## src/rtl/hw9_sdivcu.sv

```systemverilog
// Sequencer for the 8/4-bit signed sequential divider: one Load, then NBITS
// rounds of Shift -> Sub -> Compare, with a start/ready/done host handshake.
module hw9_sdivcu #(
  parameter int unsigned NBITS = 4,
  parameter int unsigned CW    = 3
) (
  input  logic          clk,
  input  logic          reset,
  input  logic          start,
  input  logic          div_zero,
  input  logic          abort,
  output logic          ready,
  output logic          busy,
  output logic          Load,
  output logic          Shift,
  output logic          Sub,
  output logic          Compare,
  output logic          done,
  output logic          err,
  output logic [CW-1:0] count
);

  typedef enum logic [2:0] {
    S_IDLE  = 3'd0,
    S_LOAD  = 3'd1,
    S_SHIFT = 3'd2,
    S_SUB   = 3'd3,
    S_CMP   = 3'd4,
    S_DONE  = 3'd5,
    S_ERR   = 3'd6
  } state_t;

  localparam logic [CW-1:0] LAST = CW'(NBITS - 1);

  state_t        state_q, state_d;
  logic [CW-1:0] count_q, count_d;

  always_ff @(posedge clk or posedge reset) begin
    if (reset) begin
      state_q <= S_IDLE;
      count_q <= '0;
    end else begin
      state_q <= state_d;
      count_q <= count_d;
    end
  end

  always_comb begin
    state_d = state_q;
    count_d = count_q;
    case (state_q)
      S_IDLE:  if (start) state_d = div_zero ? S_ERR : S_LOAD;
      S_LOAD: begin
        count_d = '0;
        state_d = S_SHIFT;
      end
      S_SHIFT: state_d = S_SUB;
      S_SUB:   state_d = S_CMP;
      S_CMP: begin
        if (count_q == LAST) begin
          state_d = S_DONE;
        end else begin
          count_d = count_q + CW'(1);
          state_d = S_SHIFT;
        end
      end
      S_DONE:  state_d = S_IDLE;
      S_ERR:   state_d = S_IDLE;
      default: begin
        state_d = S_IDLE;
        count_d = '0;
      end
    endcase
    // abort overrides every transition, including the final CMP -> DONE
    if (abort && (state_q != S_IDLE)) begin
      state_d = S_IDLE;
      count_d = '0;
    end
  end

  // Moore decode; the unused encoding shows the idle/reset output pattern
  always_comb begin
    ready   = 1'b1;
    busy    = 1'b0;
    Load    = 1'b0;
    Shift   = 1'b0;
    Sub     = 1'b0;
    Compare = 1'b0;
    done    = 1'b0;
    err     = 1'b0;
    case (state_q)
      S_LOAD:  begin ready = 1'b0; busy = 1'b1; Load    = 1'b1; end
      S_SHIFT: begin ready = 1'b0; busy = 1'b1; Shift   = 1'b1; end
      S_SUB:   begin ready = 1'b0; busy = 1'b1; Sub     = 1'b1; end
      S_CMP:   begin ready = 1'b0; busy = 1'b1; Compare = 1'b1; end
      S_DONE:  begin ready = 1'b0; busy = 1'b1; done    = 1'b1; end
      S_ERR:   begin ready = 1'b0; busy = 1'b1; done = 1'b1; err = 1'b1; end
      default: ;
    endcase
  end

  assign count = count_q;

endmodule

```

## config.mk

```make
export PLATFORM = sky130hd
export DESIGN_NAME = hw9_sdivcu
export DESIGN_NICKNAME = d
export VERILOG_FILES = /design/src/rtl/hw9_sdivcu.sv
export SDC_FILE = /design/constraint.sdc
export NUM_CORES = 1
export LEC_CHECK = 0
export BUFFER_PORTS_ARGS = -buffer_cell sky130_fd_sc_hd__buf_2
export CORE_AREA = 8 8 45 47
export CTS_BUF_LIST = sky130_fd_sc_hd__clkbuf_4
export CTS_CLUSTER_DIAMETER = 30
export CTS_CLUSTER_SIZE = 8
export DETAILED_ROUTE_END_ITERATION = 16
export DIE_AREA = 0 0 53 55
export HOLD_SLACK_MARGIN = 0.06
export SETUP_SLACK_MARGIN = 0.15
export SYNTH_ARGS = -nofsm -noshare
export SYNTH_HDL_FRONTEND = slang
export SYNTH_SLANG_ARGS = --single-unit
```

## constraint.sdc

```tcl
create_clock -name clk -period 4.2 [get_ports clk]
set_input_delay 0.42 -clock clk [delete_from_list [all_inputs] [get_ports clk]]
set_output_delay 0.42 -clock clk [all_outputs]
set_load 0.02 [all_outputs]
```

After elaboration in Yosys (flattened, before gate mapping) --
Index checks and enable logic that the tools add are counted.
Cells by class: div/mod/pow operators 0, muxes and demuxes 16, $mul 0, bitwise logic cells 0, magnitude comparators 0, reductions and logical operators 7, add/sub/neg operators 1, equal/unequal tests 10, shifts and indexed selects 0
Operator list (number):
- 3-bit two-way mux | 6
- 3-bit one-hot mux with 5 select lines | 1
- 3-bit by 2-bit equality test with 1-bit output (second input constant) | 3
- 3-bit equality test (second input constant) | 3
- 1-bit two-way mux | 8
- 3-bit != test (second input constant) | 2
- 3-bit one-hot mux with 2 select lines | 1
- 6-bit OR reduction | 1
- 5-bit OR reduction | 1
- 3-bit by 1-bit adder with 3-bit output (second input constant) | 1
- 3-bit by 1-bit equality test with 1-bit output (second input constant) | 1
- 3-bit logical NOT | 1
- 3-bit nonzero test | 1
- 2-bit by 1-bit != test with 1-bit output (second input constant) | 1
- 2-bit AND reduction | 1
- 2-bit OR reduction | 1
- 1-bit logical AND | 1
Storage, ports and cells: bits in latches 0, memory bits (writable) 0, output and inout port bits 11, input port bits 5, ROM bits 0, memories kept 0, logic and storage cells 36, bits in registers 6

Depth between registers and ports, before layout --
depth after elaboration 4, mapped depth 5, mapped depth without buffers 5

Least setup slack after synthesis --
No wires, ideal clock.
path type reg2out, from register state_q[0], to output port ready, arrival time 1.253 ns, stages on the path, launching flop included 5, setup slack 2.527 ns, required time 3.780 ns, path buffers 1, cell sequence dfrtp_1 clkbuf_1 nor3_1 nor2_1 inv_1
On the way: word-level cells in the longest chain between the ends 3, elaborated cells between the ends (all ways) 8, those cells by class 6 x eq/ne; 1 x mux; 1 x reduce/logical
Ends and longest elaborated chain:
- start, declared | line 35 | state_t state_q, state_d;
- start signal, assigned | line 43 | state_q <= state_d;
- 3-bit equality test, or another cell as far along | line 91 | case (state_q)
- 6-bit OR reduction (no line) (*)
- 1-bit two-way mux (*) | line 91
- end, declared | line 12 | output logic ready,
Mark *: on every way between the ends. The rest lies on a longest branch, timed or not.

Worst setup path in the final report --
from register state_q[1], to output port Sub
On the way: word-level cells in the longest chain between the ends 2
Ends and longest elaborated chain:
- 3-bit by 2-bit equality test with 1-bit output | line 91
- 1-bit two-way mux | line 91
- end, declared | line 16 | output logic Sub,
Every way passes these cells.

==> impl_metrics.yaml <==
pwr:
  power_leakage_uw: 0.000286
  power_uw: 390
  max-vdd-ir-drop_v: 0.000257
  power_density_mw_per_mm2: 720
clock_tree:
  clkTransAtPathRegs_ns: 0.04
  cts.path.max_buffers: 2
  h-tree-depth: 1
  cts_tree: "yes"
  post-cts-setup-buffers: 0
  cts-root-buf: "clkbuf_4"
  clkLatencyLatePin_ns: 0.24
  cts_resized: 0
  cts_buffers: 3
  clkSinkCount: 6
  postCtsHoldBufs: 0
die:
  start_util: 0.316
  die_w_um: 53
  pin_count: 16
  dieArea_mm2: 0.00292
  rows: 14
  die_y_um: 55
  core_mm2: 0.00138
drt:
  drcViolationCount: 0
  num_vias: 406
  dr.pass1.iters: 4
  first_iter_violations: 8
  wirelength_um: 936
  via_per_inst: 4.89
  wl_per_cell_um: 11.3
  ant_nets: 0
cells_and_area:
  finalNetCount: 76
  drive_gt1_frac: 0.284
  fin_cells: 83
  area_delta_synth_final_pct: 23.7
  n_fill_cell: 150
  final_cell_mix: "15 x buf_2, 6 x inv_1, 6 x dfrtp_1, 5 x nor2b_1"
  final_common_cell: "buf_2"
  n_antenna_cell: 0
  final_area_um2: 542
sta:
  finClkSkew_ns: 0.00311
  min_period_over_period: 0.447
  fin_crit_ns: 1.88
  slew_violations: 0
  slew_headroom: 0.603
  finalHoldViolCount: 0
  max_clock_freq_mhz: 533
  worst_slack_ns: 2.32
  rsz0062_at_grt: "false"
  final-setup-viol-count: 0
  finalSetupTns_ns: 0
  max_slew.worst_pin.slew_ns: 0.588
worst_setup_path:
  r2r_slack_ns: 2.53
  start_kind: "flip-flop"
  worst_path_max_delay_cell: "dfrtp_1"
  worstSetupPathType: "reg -> out"
  crit_chain: "nor2b_1 -> nand2_1 -> inv_1 -> buf_2"
  crit_fanout: 16
  end_kind: "output pin"
  max_stage_delay_ns: 0.62
  required_ns: 3.78
  crit_arrival_ns: 1.46
placement:
  finalWeightedCongestion: 0.734
  dp_hpwl_um: 737
  place_area_um2: 519
  placement.io_buffers: 15
  post-place-cells: 80
  pre_cts_ws_ns: 2.54
synthesis:
  ys_seq_area_frac: 0.343
  ys_types: 25
  synthTopCellsByArea: "dfrtp_1 34%, nor2b_1 7.1%, ha_1 5.7%, inv_1 5.1%, nor3b_1 5.1%"
  yosys_warnings: 0
  yosys_register_bits: 6
  postSynthCellCount: 52
  yosysTopAreaCellShare: 0.343
  async_flop_share: 1.00
  syn-num-nets: 59
  synth.avg_cell_area_um2: 8.42
  yosys.area.top_type: "dfrtp_1"
  synthFlopType: "dfrtp_1"
  synth_area_um2: 438
  synth-edff-count: 0
run_status:
  status: "finished clean"
flow_run:
  maxCapViolations: 0
grt:
  grt_max_degree: 18
  overflow: 0
  grt_pass1_wl_um: 1640
  grt_antenna_before_repair: 0
  grt_util_all_layers: 0.0752
  grt_pass1_vias: 398
min_path:
  hold_class: "in -> async"
[sequential cells by signal, indices dropped and copies added (netlist names)]
signal,flops
state_q,3
count,3
[where the power goes]
| group | leakage (uW) | internal, uW | total, uW | switching [uW] |
|---|---|---|---|---|
| sequential | 0.0000806 | 75.1 | 126 | 51.1 |
| combinational | 0.000191 | 97.4 | 214 | 117 |
| clock | 0.0000138 | 32.1 | 49.5 | 17.4 |
| total | 0.000286 | 205 | 390 | 185 |
[final timing paths]
path / startpoint / end / cells past startpoint
min in group clk: count[0]$_DFFE_PP0P_ / count[0]$_DFFE_PP0P_ / 1
setup / recovery: state_q[1]$_DFFE_PP0P_ / Sub / 4
setup reg to reg: count[0]$_DFFE_PP0P_ / count[2]$_DFFE_PP0P_ / 5
hold / removal: reset / state_q[0]$_DFFE_PP0P_ / 2
hold reg to reg: count[0]$_DFFE_PP0P_ / count[0]$_DFFE_PP0P_ / 1
max in group asynchronous: reset / count[0]$_DFFE_PP0P_ / 2
[Yosys cell counts, drive strengths merged, types with 2 or more instances]
master  count
o21ai       2
o22ai       3
nor2b       5
dfrtp       6
a21oi       2
inv         6
ha          2
buf         2
nor3        2
nor2        3
nor3b       3
nand2       3
[logic make-up (layout without fill, tap and decap cells)]
logic type	count (synthesis)	after routing	synth area share
XOR/XNOR	1	1	0.0200
buffers and inverters	9	24	0.0828
AO/OA/AOI/OAI	11	11	0.166
flip-flops	6	6	0.343
adder cells (fa/ha/maj)	2	2	0.0571
multiplexers	1	1	0.0229
AND/OR/NAND/NOR	22	22	0.309
[stage by stage]
stage	hold WS, ns	util
finish	0.0778	0.392
CTS	0.0733	0.392
floorplan	0.211	-
global route	0.105	0.392
global placement	0.336	0.375
detailed placement	0.331	0.375
[layout make-up]
cell class              count  area (um2)  area share
flip-flops and latches      6         150       0.277
inverters                   6        22.5      0.0416
clock buffers               3        22.5      0.0416
multi-input cells          37         251       0.464
well taps                  16        20.0      0.0370
repair buffers             15        75.1       0.139
[critical path: cells and delay by family (launching register included)]
kind	cells	cell delay, ns
flops	1	0.62
simple gates	2	0.37
buf+inv	2	0.23
[per-layer routing]
metal / share of wire / vias to the layer above / global-route usage
met5: 0 / - / 0
met3: 0.067 / 2 / 0.0134
li1: - / 214 / -
met1: 0.43 / 181 / 0.0817
met4: 0.020 / 0 / 0.0776
met2: 0.48 / 9 / 0.119
(Power assumes the default switching activity.)
